### config.mk
export PLATFORM = sky130hd
export DESIGN_NAME = uart_tx_arbiter
export DESIGN_NICKNAME = d
export VERILOG_FILES = /design/src/rtl/uart_tx_arbiter.sv
export SDC_FILE = /design/constraint.sdc
export NUM_CORES = 1
export LEC_CHECK = 0
export CORE_UTILIZATION = 51
export CTS_BUF_LIST = sky130_fd_sc_hd__clkbuf_8 sky130_fd_sc_hd__clkbuf_16
export DETAILED_ROUTE_END_ITERATION = 6
export PLACE_DENSITY = 0.95
export SLEW_MARGIN = 20
export SYNTH_ARGS = -nofsm -noshare
export SYNTH_HDL_FRONTEND = slang
export SYNTH_SLANG_ARGS = --single-unit
### constraint.sdc
create_clock -name CLK100MHZ -period 4 [get_ports CLK100MHZ]
set_input_delay 0.4 -clock CLK100MHZ [delete_from_list [all_inputs] [get_ports CLK100MHZ]]
set_output_delay 0.4 -clock CLK100MHZ [all_outputs]
set_load 0.1 [all_outputs]
### src/rtl/uart_tx_arbiter.sv
// uart_tx_arbiter
//   Shares one UART transmitter (level-sensitive send/busy handshake) among
//   NUM_REQ byte sources using round-robin priority.
//
// Ports:
//   CLK100MHZ    system clock
//   CPU_RESETN   asynchronous active-low reset
//   req_valid    per-requester byte-available flags
//   req_data     flattened bytes, requester i on [8i+7:8i]
//   req_ready    one-cycle one-hot pulse: byte of requester i accepted
//   tx_send      send request to the transmitter
//   tx_din       byte to the transmitter, stable from grant to next grant
//   tx_busy      transmitter busy
//   grant_id     index of the current/last granted requester
//   active       high from grant until the transmission completes
//   timeout_err  sticky: transmitter never went busy after a send
module uart_tx_arbiter #(
  parameter int NUM_REQ       = 4,
  parameter int START_TIMEOUT = 1000
) (
  input  logic                       CLK100MHZ,
  input  logic                       CPU_RESETN,
  input  logic [NUM_REQ-1:0]         req_valid,
  input  logic [8*NUM_REQ-1:0]       req_data,
  output logic [NUM_REQ-1:0]         req_ready,
  output logic                       tx_send,
  output logic [7:0]                 tx_din,
  input  logic                       tx_busy,
  output logic [$clog2(NUM_REQ)-1:0] grant_id,
  output logic                       active,
  output logic                       timeout_err
);

  localparam int IW = $clog2(NUM_REQ);
  localparam int CW = $clog2(START_TIMEOUT + 1);

  typedef enum logic [1:0] {
    IDLE,
    SEND,
    WAIT_DONE
  } state_t;

  state_t             state_q;
  logic [NUM_REQ-1:0] ready_q;
  logic               send_q;
  logic [7:0]         din_q;
  logic [IW-1:0]      gid_q;
  logic               active_q;
  logic               err_q;
  logic [IW-1:0]      ptr_q;
  logic [CW-1:0]      cnt_q;

  logic               win_found_d;
  logic [IW-1:0]      win_idx_d;
  logic [NUM_REQ-1:0] win_oh_d;
  logic [IW-1:0]      cand_d;
  logic [IW-1:0]      next_ptr_d;

  // Search from the priority pointer upward, wrapping; first valid wins.
  always_comb begin
    win_found_d = 1'b0;
    win_idx_d   = '0;
    win_oh_d    = '0;
    cand_d      = '0;
    for (int unsigned i = 0; i < NUM_REQ; i++) begin
      cand_d = IW'((32'(ptr_q) + i) % NUM_REQ);
      if (!win_found_d && req_valid[cand_d]) begin
        win_found_d = 1'b1;
        win_idx_d   = cand_d;
      end
    end
    win_oh_d[win_idx_d] = 1'b1;
  end

  // Priority moves past whoever was served last, so a busy requester
  // cannot win twice before every other valid requester has had a turn.
  assign next_ptr_d = (gid_q == IW'(NUM_REQ - 1)) ? '0 : gid_q + IW'(1);

  always_ff @(posedge CLK100MHZ or negedge CPU_RESETN) begin
    if (!CPU_RESETN) begin
      state_q  <= IDLE;
      ready_q  <= '0;
      send_q   <= 1'b0;
      din_q    <= '0;
      gid_q    <= '0;
      active_q <= 1'b0;
      err_q    <= 1'b0;
      ptr_q    <= '0;
      cnt_q    <= '0;
    end else begin
      ready_q <= '0;
      case (state_q)
        IDLE: begin
          // A transmitter still busy from before reset blocks new grants.
          if (win_found_d && !tx_busy) begin
            din_q    <= req_data[{win_idx_d, 3'b000} +: 8];
            send_q   <= 1'b1;
            ready_q  <= win_oh_d;
            gid_q    <= win_idx_d;
            active_q <= 1'b1;
            cnt_q    <= '0;
            state_q  <= SEND;
          end
        end
        SEND: begin
          if (tx_busy) begin
            send_q  <= 1'b0;
            state_q <= WAIT_DONE;
          end else if (cnt_q == CW'(START_TIMEOUT - 1)) begin
            send_q   <= 1'b0;
            active_q <= 1'b0;
            err_q    <= 1'b1;
            ptr_q    <= next_ptr_d;
            state_q  <= IDLE;
          end else begin
            cnt_q <= cnt_q + CW'(1);
          end
        end
        WAIT_DONE: begin
          if (!tx_busy) begin
            active_q <= 1'b0;
            ptr_q    <= next_ptr_d;
            state_q  <= IDLE;
          end
        end
        default: state_q <= IDLE;
      endcase
    end
  end

  assign req_ready   = ready_q;
  assign tx_send     = send_q;
  assign tx_din      = din_q;
  assign grant_id    = gid_q;
  assign active      = active_q;
  assign timeout_err = err_q;

endmodule
# Word level (Yosys, flattened, before mapping)
# Cells that the tools add are included.
[classes] mux=41 reduce_logical=20 n_bitwise=1 n_eq_ne=10 n_lt_le_gt_ge=6 shifts=1 n_addsub=5
[ops] op="indexed part select 32 x 6 -> 8 bit" n=1
[ops] op="2-to-1 mux 10 bit" n=3
[ops] op="2-to-1 mux 2 bit" n=12
[ops] op="one-hot mux 10 bit (2 select lines)" n=1
[ops] op="less-than comparator 2 x 3 -> 1 bit, second input constant" n=5
[ops] op="2-to-1 mux 1 bit" n=14
[ops] op="adder 10 x 1 -> 10 bit, second input constant" n=1
[ops] op="equality test 10 bit, second input constant" n=1
[ops] op="inequality test 2 bit, second input constant" n=5
[ops] op="AND reduction 3 bit" n=3
[ops] op="binary-select mux 1 bit (select 2 bit)" n=4
[ops] op="2-to-1 mux 4 bit" n=2
[ops] op="AND reduction 4 bit" n=2
[ops] op="one-hot mux 2 bit (3 select lines)" n=1
[ops] op="logical AND 1 bit" n=5
[ops] op="AND reduction 5 bit" n=1
[ops] op="adder 2 x 1 -> 2 bit, second input constant" n=2
[ops] op="adder 2 bit, second input constant" n=2
[ops] op="equality test 2 bit, second input constant" n=2
[ops] op="zero test 1 bit" n=4
[ops] op="one-hot mux 2 bit (2 select lines)" n=1
[ops] op="nonzero test 2 bit" n=2
[ops] op="inequality test 3 bit, second input constant" n=1
[ops] op="one-hot mux 1 bit (3 select lines)" n=1
[ops] op="other kinds (8)" n=8
[word_totals] ff_bits=31 inputBits=39 word_cells=93 output_inout_bits=17

# Depth between registers and ports, before layout
# Gate-level depths: netlist of the first run.
[logic_depth] word_depth=18 mapped_depth=8 mapped_depth_nobuf=7

# Worst setup path after synthesis of the first run
# No wires, ideal clock.
[synth_timing] path_type="flip-flop to flip-flop" start="register state_q[1]" end="register din_q[0], in the netlist tx_din[0]" setup_slack_ns=2.150 synth_period_minus_slack_ns=1.850 required_ns=3.855 arrival_time_ns=1.704 path_buffers=1 stages_incl_launch_ff=8 setup_time_ns=0.145 cell_sequence="dfrtp_1 -> inv_1 -> ha_1 -> inv_2 -> nor3_1 -> and2_1 -> clkbuf_1 -> a211oi_2"
[synth_between] elab_chain_cells=2
[synth_lines] element="from (decl)" line="43" source="state_t state_q;"
[synth_lines] element="from (signal assigned)" line="81" source="state_q <= IDLE;"
[synth_lines] element="from (signal assigned)" line="102" source="state_q <= SEND;"
[synth_lines] element="from (signal assigned)" line="108" source="state_q <= WAIT_DONE;"
[synth_lines] element="zero test 2 bit" line="92" source="case (state_q)"
[synth_lines] element="AND reduction 2 bit (no line)"
[synth_lines] element="to (signal assigned)" line="96" source="din_q <= req_data[{win_idx_d, 3'b000} +: 8];"
[synth_lines] element="to (decl)" line="46" source="logic [7:0] din_q;"
# No other way between the ends.
# A chain may end at the register's enable or synchronous reset.

# Final worst setup path of the first run
[layout_timing] start="input port req_valid[1]" end="register din_q[0], in the netlist tx_din[0]"
[layout_between] elab_chain_cells=14 elab_cells_between_ends=25 cone_classes="shift: 1; mux: 16; reduce/logical: 8"
[layout_lines] element="from (decl)" line="23" source="input logic [NUM_REQ-1:0] req_valid,"
[layout_lines] element="parallel branches: the longest is 14 deep, another holds binary-select mux 1 bit (select 2 bit)"
# Parallel ways; which one is timed is not known. The select of a mux whose other input is x is not followed.

==> results by group, run 1 <==
Hold path
  • Hold Crit Start: timeout_err
  • Worst Hold Depth: 1
  • Hold Path End: timeout_err
  • Hold Path Class: reg -> reg

Clocking
  • TritonCTS Buffers: 5
  • Clk pin slew, worst setup/hold paths: 0.07 ns
  • Hold_buf cts: 0
  • Post-cts repair resize count: 0
  • Clock buffer depth: 2
  • Root Driver: clkbuf_8
  • CTS tree: done
  • Clk_lat worst skew: 0.29 ns
  • Post-CTS setup buffers: 0
  • CTS H-tree lvls: 2
  • Number of clock sinks: 31

Synthesis
  • Top-count cell post-synth: dfrtp_1
  • Ys flop type: dfrtp_1
  • Mapped Nets: 231
  • Ys async rst share: 1.00
  • Number of distinct library cells after synthesis: 39
  • EDFF count, synth: 0
  • Synth cell count leaders: dfrtp_1, nor2_1, nand2_1
  • Synth area leaders: dfrtp_1, a211oi_2, nor2_1, mux2i_1, mux2_2
  • Synth Instances: 186
  • Syn_area_per_cell: 10.0 um2
  • Seq cells post-synth: 31
  • Cell Area, Synth: 1860 um2
  • Post-synth top area share: 0.416
  • Sequential fraction of the synthesis area: 0.416
  • YS warnings: 0
  • Synth area leader: dfrtp_1

STA
  • Fin. max-slew vios: 0
  • Hold Vio Cnt, Final: 0
  • Min cycle time layout: 2.37 ns
  • Setup violators final: 0
  • Max Clock Freq: 421 MHz
  • Slew @ Worst Pin: 1.00 ns
  • Normalized max-slew margin: 0.330
  • RSZ-0062 raised after global routing: no
  • Period utilization: 0.594
  • Final setup TNS: 0 ns
  • Worst Clk Skew: 0.00737 ns

Finish
  • Area growth syn-to-layout: 37.6%
  • Reg area: 776 um2
  • Antenna diodes: 0
  • Final net count: 288
  • Share of layout cells above drive strength 1: 0.143
  • Area of the multi-input gates: 1020 um2
  • Fillers: 221

Die
  • Die ar.: 3900 um2
  • Die Span X: 62.4 um
  • Die Y: 62.4 um
  • Starting Density: 0.545
  • IO Pins: 56
  • Core area: 3420 um2
  • Row cnt: 21

Detailed routing
  • Vias: 1602
  • Routed WL per cell: 14.5 um
  • Vias per cell: 5.52
  • Residual DRC count: 0
  • Antenna viol nets, final: 0
  • Drt first-iter violations: 71
  • DRT Pass-1 Iters: 4
  • Final WL: 4.21 mm

Power and ir drop
  • Worst IR Drop VDD: 645 uV
  • Pwr Total: 0.00195 W
  • Leak: 1.12 nW
  • PwrDens: 760 nW/um2

Setup path
  • CP Launch Type: primary input
  • Worst Setup End Kind: flop
  • Buf/Inv on CP: 1
  • R2r endpoint: cnt_q[6]
  • CP top delay family: multiplexers
  • Slowest CP cell: o221ai_4
  • Path type of the worst setup path: in -> reg
  • R2R Setup Slk: 1.77 ns
  • CP required: 4.15 ns
  • Critical Path AT: 2.52 ns
  • Crit-path cells: clkdlybuf4s50_1 > mux2_4 > o221ai_4 > mux2_2 > nor3_1 > a211oi_2
  • Crit Path Max Fanout: 18
  • Reg2reg start: state_q[1]
  • Worst setup path start: req_valid[1]
  • Slowest stage delay, CP: 0.58 ns
  • FF-to-FF path depth: 6

GRT
  • Vias in the first global route: 1513
  • Largest net degree at the start of global routing: 32
  • First-pass GRT wire length: 7.13 mm
  • GRT Residual Overflow: 0
  • Antenna violations before repair: 0
  • GRT Total Usage: 0.235

Run
  • MaxCap Viol Count: 0

Outcome
  • Status: complete, no violations

Place
  • GPL Wtd Cong: 0.874
  • Dpl hpwl: 3.18 mm
  • PortBufs: 55
sequential cells by signal, summed over array words and instances, names as in the netlist:
| name | cells |
|---|---|
| req_ready | 4 |
| timeout_err | 1 |
| active | 1 |
| cnt_q | 10 |
| tx_send | 1 |
| grant_id | 2 |
| ptr_q | 2 |
| state_q | 2 |
| tx_din | 8 |
report_power, final:
group          switching, W  internal [W]
Clock              0.000118      0.000201
Sequential        0.0000729      0.000411
Combinational      0.000789      0.000357
Total              0.000980      0.000970
stage by stage:
| stage | area (um2) | setup slack (ns) | hold WS [ns] | std cells | util |
|---|---|---|---|---|---|
| after floorplan | 1860 | 2.15 | 0.104 | 186 | - |
| after global placement | 2450 | 1.41 | 0.448 | 282 | 0.716 |
| after detailed placement | 2450 | 1.34 | 0.455 | 282 | 0.716 |
| after CTS | 2560 | 1.63 | 0.470 | 290 | 0.751 |
| after global routing | 2560 | 1.53 | 0.490 | 290 | 0.751 |
| final | 2560 | 1.63 | 0.472 | 290 | 0.751 |
worst max path at each step:
stage               slack [ns]        end  cells past startpoint
detailed placement        1.34  tx_din[2]                      6
finish                    1.63  tx_din[0]                      6
CTS                       1.63  tx_din[0]                      6
global placement          1.41  tx_din[6]                      6
floorplan                 2.15  tx_din[0]                      7
global route              1.53  tx_din[2]                      6
routing by layer:
layer / vias up / track usage / share of wire
met5: - / 0 / 0
met4: 0 / 0.105 / 0.014
met3: 6 / 0.0547 / 0.049
met2: 48 / 0.385 / 0.52
met1: 778 / 0.294 / 0.41
li1: 770 / - / -
layout by cell type, fill, tap and decap left out, types with 7 or more instances in the layout:
| cell type | count |
|---|---|
| clkdlybuf4s50_1 | 55 |
| dfrtp_1 | 31 |
| nor2_1 | 25 |
| nand2_1 | 15 |
| nor3_1 | 9 |
| mux2i_1 | 9 |
| a211oi_2 | 9 |
| mux2_2 | 8 |
| a21oi_1 | 7 |
| xor2_1 | 7 |
cell type report:
type                            count  area share
Sequential cell                    31       0.303
Clock inverter                      2      0.0137
Tap cell                           46      0.0224
Multi-Input combinational cell    141       0.397
Inverter                            6     0.00878
Timing Repair Buffer               58       0.224
Clock buffer                        6      0.0322
logic make-up (layout without fill, tap and decap cells):
| kind of cell | count (synthesis) | in the layout | synth area share |
|---|---|---|---|
| xor+xnor | 8 | 8 | 0.0376 |
| simple gates | 75 | 75 | 0.203 |
| mux | 19 | 19 | 0.111 |
| compound gates | 33 | 33 | 0.154 |
| flops | 31 | 31 | 0.416 |
| fa+ha+maj | 6 | 6 | 0.0403 |
| buf+inv | 14 | 72 | 0.0376 |
Power figures use the tool's default switching activity.
==> inputs of run 2 (changes only) <==
CORE_UTILIZATION = 47   (was 51)
PLACE_DENSITY = 0.89   (was 0.95)
clock period = 2.4 ns   (was 4 ns; I/O delays follow)
==> run 2 against run 1 <==
Against the previous run: clock skew fell by 0.0039 ns; sequential cell count did not move; wire length rose by 7.2%; critical endpoint is now tx_din[6]; register-to-register slack got worse by 1.6 ns; sequential power rose by 68%; global-route usage fell by 0.45 points; power rose by 67%; first-iteration DRC count fell by 13%; largest cell class unchanged; largest power group unchanged; sequential share of layout area fell by 0.059 points.
==> results by group, run 2 (synthesis results as in run 1) <==
STA
  • Final setup TNS: 0 ns
  • Worst Clk Skew: 0.00349 ns
  • RSZ-0062 raised after global routing: no
  • Hold Vio Cnt, Final: 0
  • Setup violators final: 0
  • Fin. max-slew vios: 0
  • Normalized max-slew margin: 0.509
  • Period utilization: 0.917
  • Slew @ Worst Pin: 0.737 ns
  • Worst setup margin: 0.200 ns
  • Max Clock Freq: 454 MHz
  • Min cycle time layout: 2.20 ns

Place
  • PortBufs: 55
  • Dpl hpwl: 3.28 mm
  • GPL Wtd Cong: 0.870
  • Placed cell count: 290
  • Pre-CTS setup slack: 0.0330 ns

Detailed routing
  • Routed WL per cell: 15.1 um
  • Drt first-iter violations: 62
  • Final WL: 4.51 mm
  • Residual DRC count: 0
  • Vias per cell: 5.45
  • Vias: 1624
  • DRT Pass-1 Iters: 4
  • Antenna viol nets, final: 0

Setup path
  • FF-to-FF path depth: 5
  • Levels on crit path: 5
  • Crit-path cells: mux2_4 > o221ai_4 > mux2_2 > nor3_1 > a211oi_2
  • CP Launch Type: flop
  • Slowest stage delay, CP: 0.59 ns
  • Critical Path AT: 2.35 ns
  • Slowest CP cell: o221ai_4
  • Crit Path Max Fanout: 18
  • R2R Setup Slk: 0.20 ns
  • Worst setup path start: ptr_q[1]
  • Path type of the worst setup path: reg -> reg
  • Reg2reg start: ptr_q[1]
  • Worst Setup End Kind: flop
  • R2r endpoint: tx_din[6]
  • Buf/Inv on CP: 0
  • Crit path capture: tx_din[6]
  • CP required: 2.55 ns
  • CP top delay family: multiplexers

Run
  • MaxCap Viol Count: 0

Finish
  • Final net count: 294
  • Most frequent cells in the layout: clkdlybuf4s50_1, dfrtp_1, buf_4
  • Antenna diodes: 0
  • Area growth syn-to-layout: 37.9%
  • Largest register FFs: 10
  • Share of layout cells above drive strength 1: 0.232
  • Final Util: 0.686
  • Non-filler cells, final: 298
  • Leading cell type in the layout, fill and taps excluded: clkdlybuf4s50_1
  • Top reg by flops: cnt_q

Clocking
  • Clock buffer depth: 2
  • CTS tree: done
  • CTS H-tree lvls: 2
  • Post-cts repair resize count: 0
  • Hold_buf cts: 0
  • Post-CTS setup buffers: 0
  • TritonCTS Buffers: 5
  • Clk pin slew, worst setup/hold paths: 0.07 ns
  • Root Driver: clkbuf_8
  • Clk_lat worst skew: 0.29 ns
  • Number of clock sinks: 31

Outcome
  • Status: complete, no violations

Power and ir drop
  • PwrDens: 1270 nW/um2
  • Worst IR Drop VDD: 659 uV
  • Pwr Total: 0.00325 W
  • Leak: 1.17 nW

Hold path
  • Hold Path Class: in -> async

Die
  • Starting Density: 0.498
  • Row cnt: 22
  • IO Pins: 56
  • Die ar.: 4220 um2
  • Die Y: 65.0 um
  • Die Span X: 65.0 um
  • Core area: 3740 um2

GRT
  • Vias in the first global route: 1593
  • GRT Residual Overflow: 0
  • First-pass GRT wire length: 7.34 mm
  • GRT Total Usage: 0.230
  • Antenna violations before repair: 0
  • Largest net degree at the start of global routing: 32
==> run 2: through the flow <==
stage	hold WS [ns]	instance area, um2
finish	0.343	2570
global route	0.398	2570
CTS	0.362	2570
detailed placement	0.446	2450
global placement	0.444	2450
floorplan	-0.0556	1860
==> run 2: how the worst min path moves through the flow <==
| stage | start | to | cells past startpoint |
|---|---|---|---|
| floorplan | CPU_RESETN | active | 0 |
| global placement | timeout_err | timeout_err | 1 |
| detailed placement | timeout_err | timeout_err | 1 |
| CTS | CPU_RESETN | cnt_q[2] | 2 |
| global route | CPU_RESETN | cnt_q[2] | 2 |
| finish | CPU_RESETN | cnt_q[2] | 2 |
==> run 2: area by class of cell <==
class,instances,area (um2)
fillers,280,1170
multi-input cells,141,1020
flip-flops and latches,31,776
repair buffers,64,576
clock buffers,6,82.6
well taps,48,60.1
clock inverters,2,35.0
inverters,6,22.5
==> run 2: power by group <==
group | internal [W] | leakage (nW) | total (W) | switching, W
clock | 0.000336 | 0.0612 | 0.000538 | 0.000202
sequential | 0.000685 | 0.391 | 0.000811 | 0.000126
combinational | 0.000581 | 0.716 | 0.00190 | 0.00132
total | 0.00160 | 1.17 | 0.00325 | 0.00165
==> run 2: metal layers <==
metal / up-vias / wire, um / global-route usage
met2: 41 / 2320 / 0.389
met5: - / 0 / 0
met1: 794 / 1960 / 0.280
met3: 7 / 178 / 0.0528
met4: 0 / 63 / 0.0917
li1: 782 / - / -
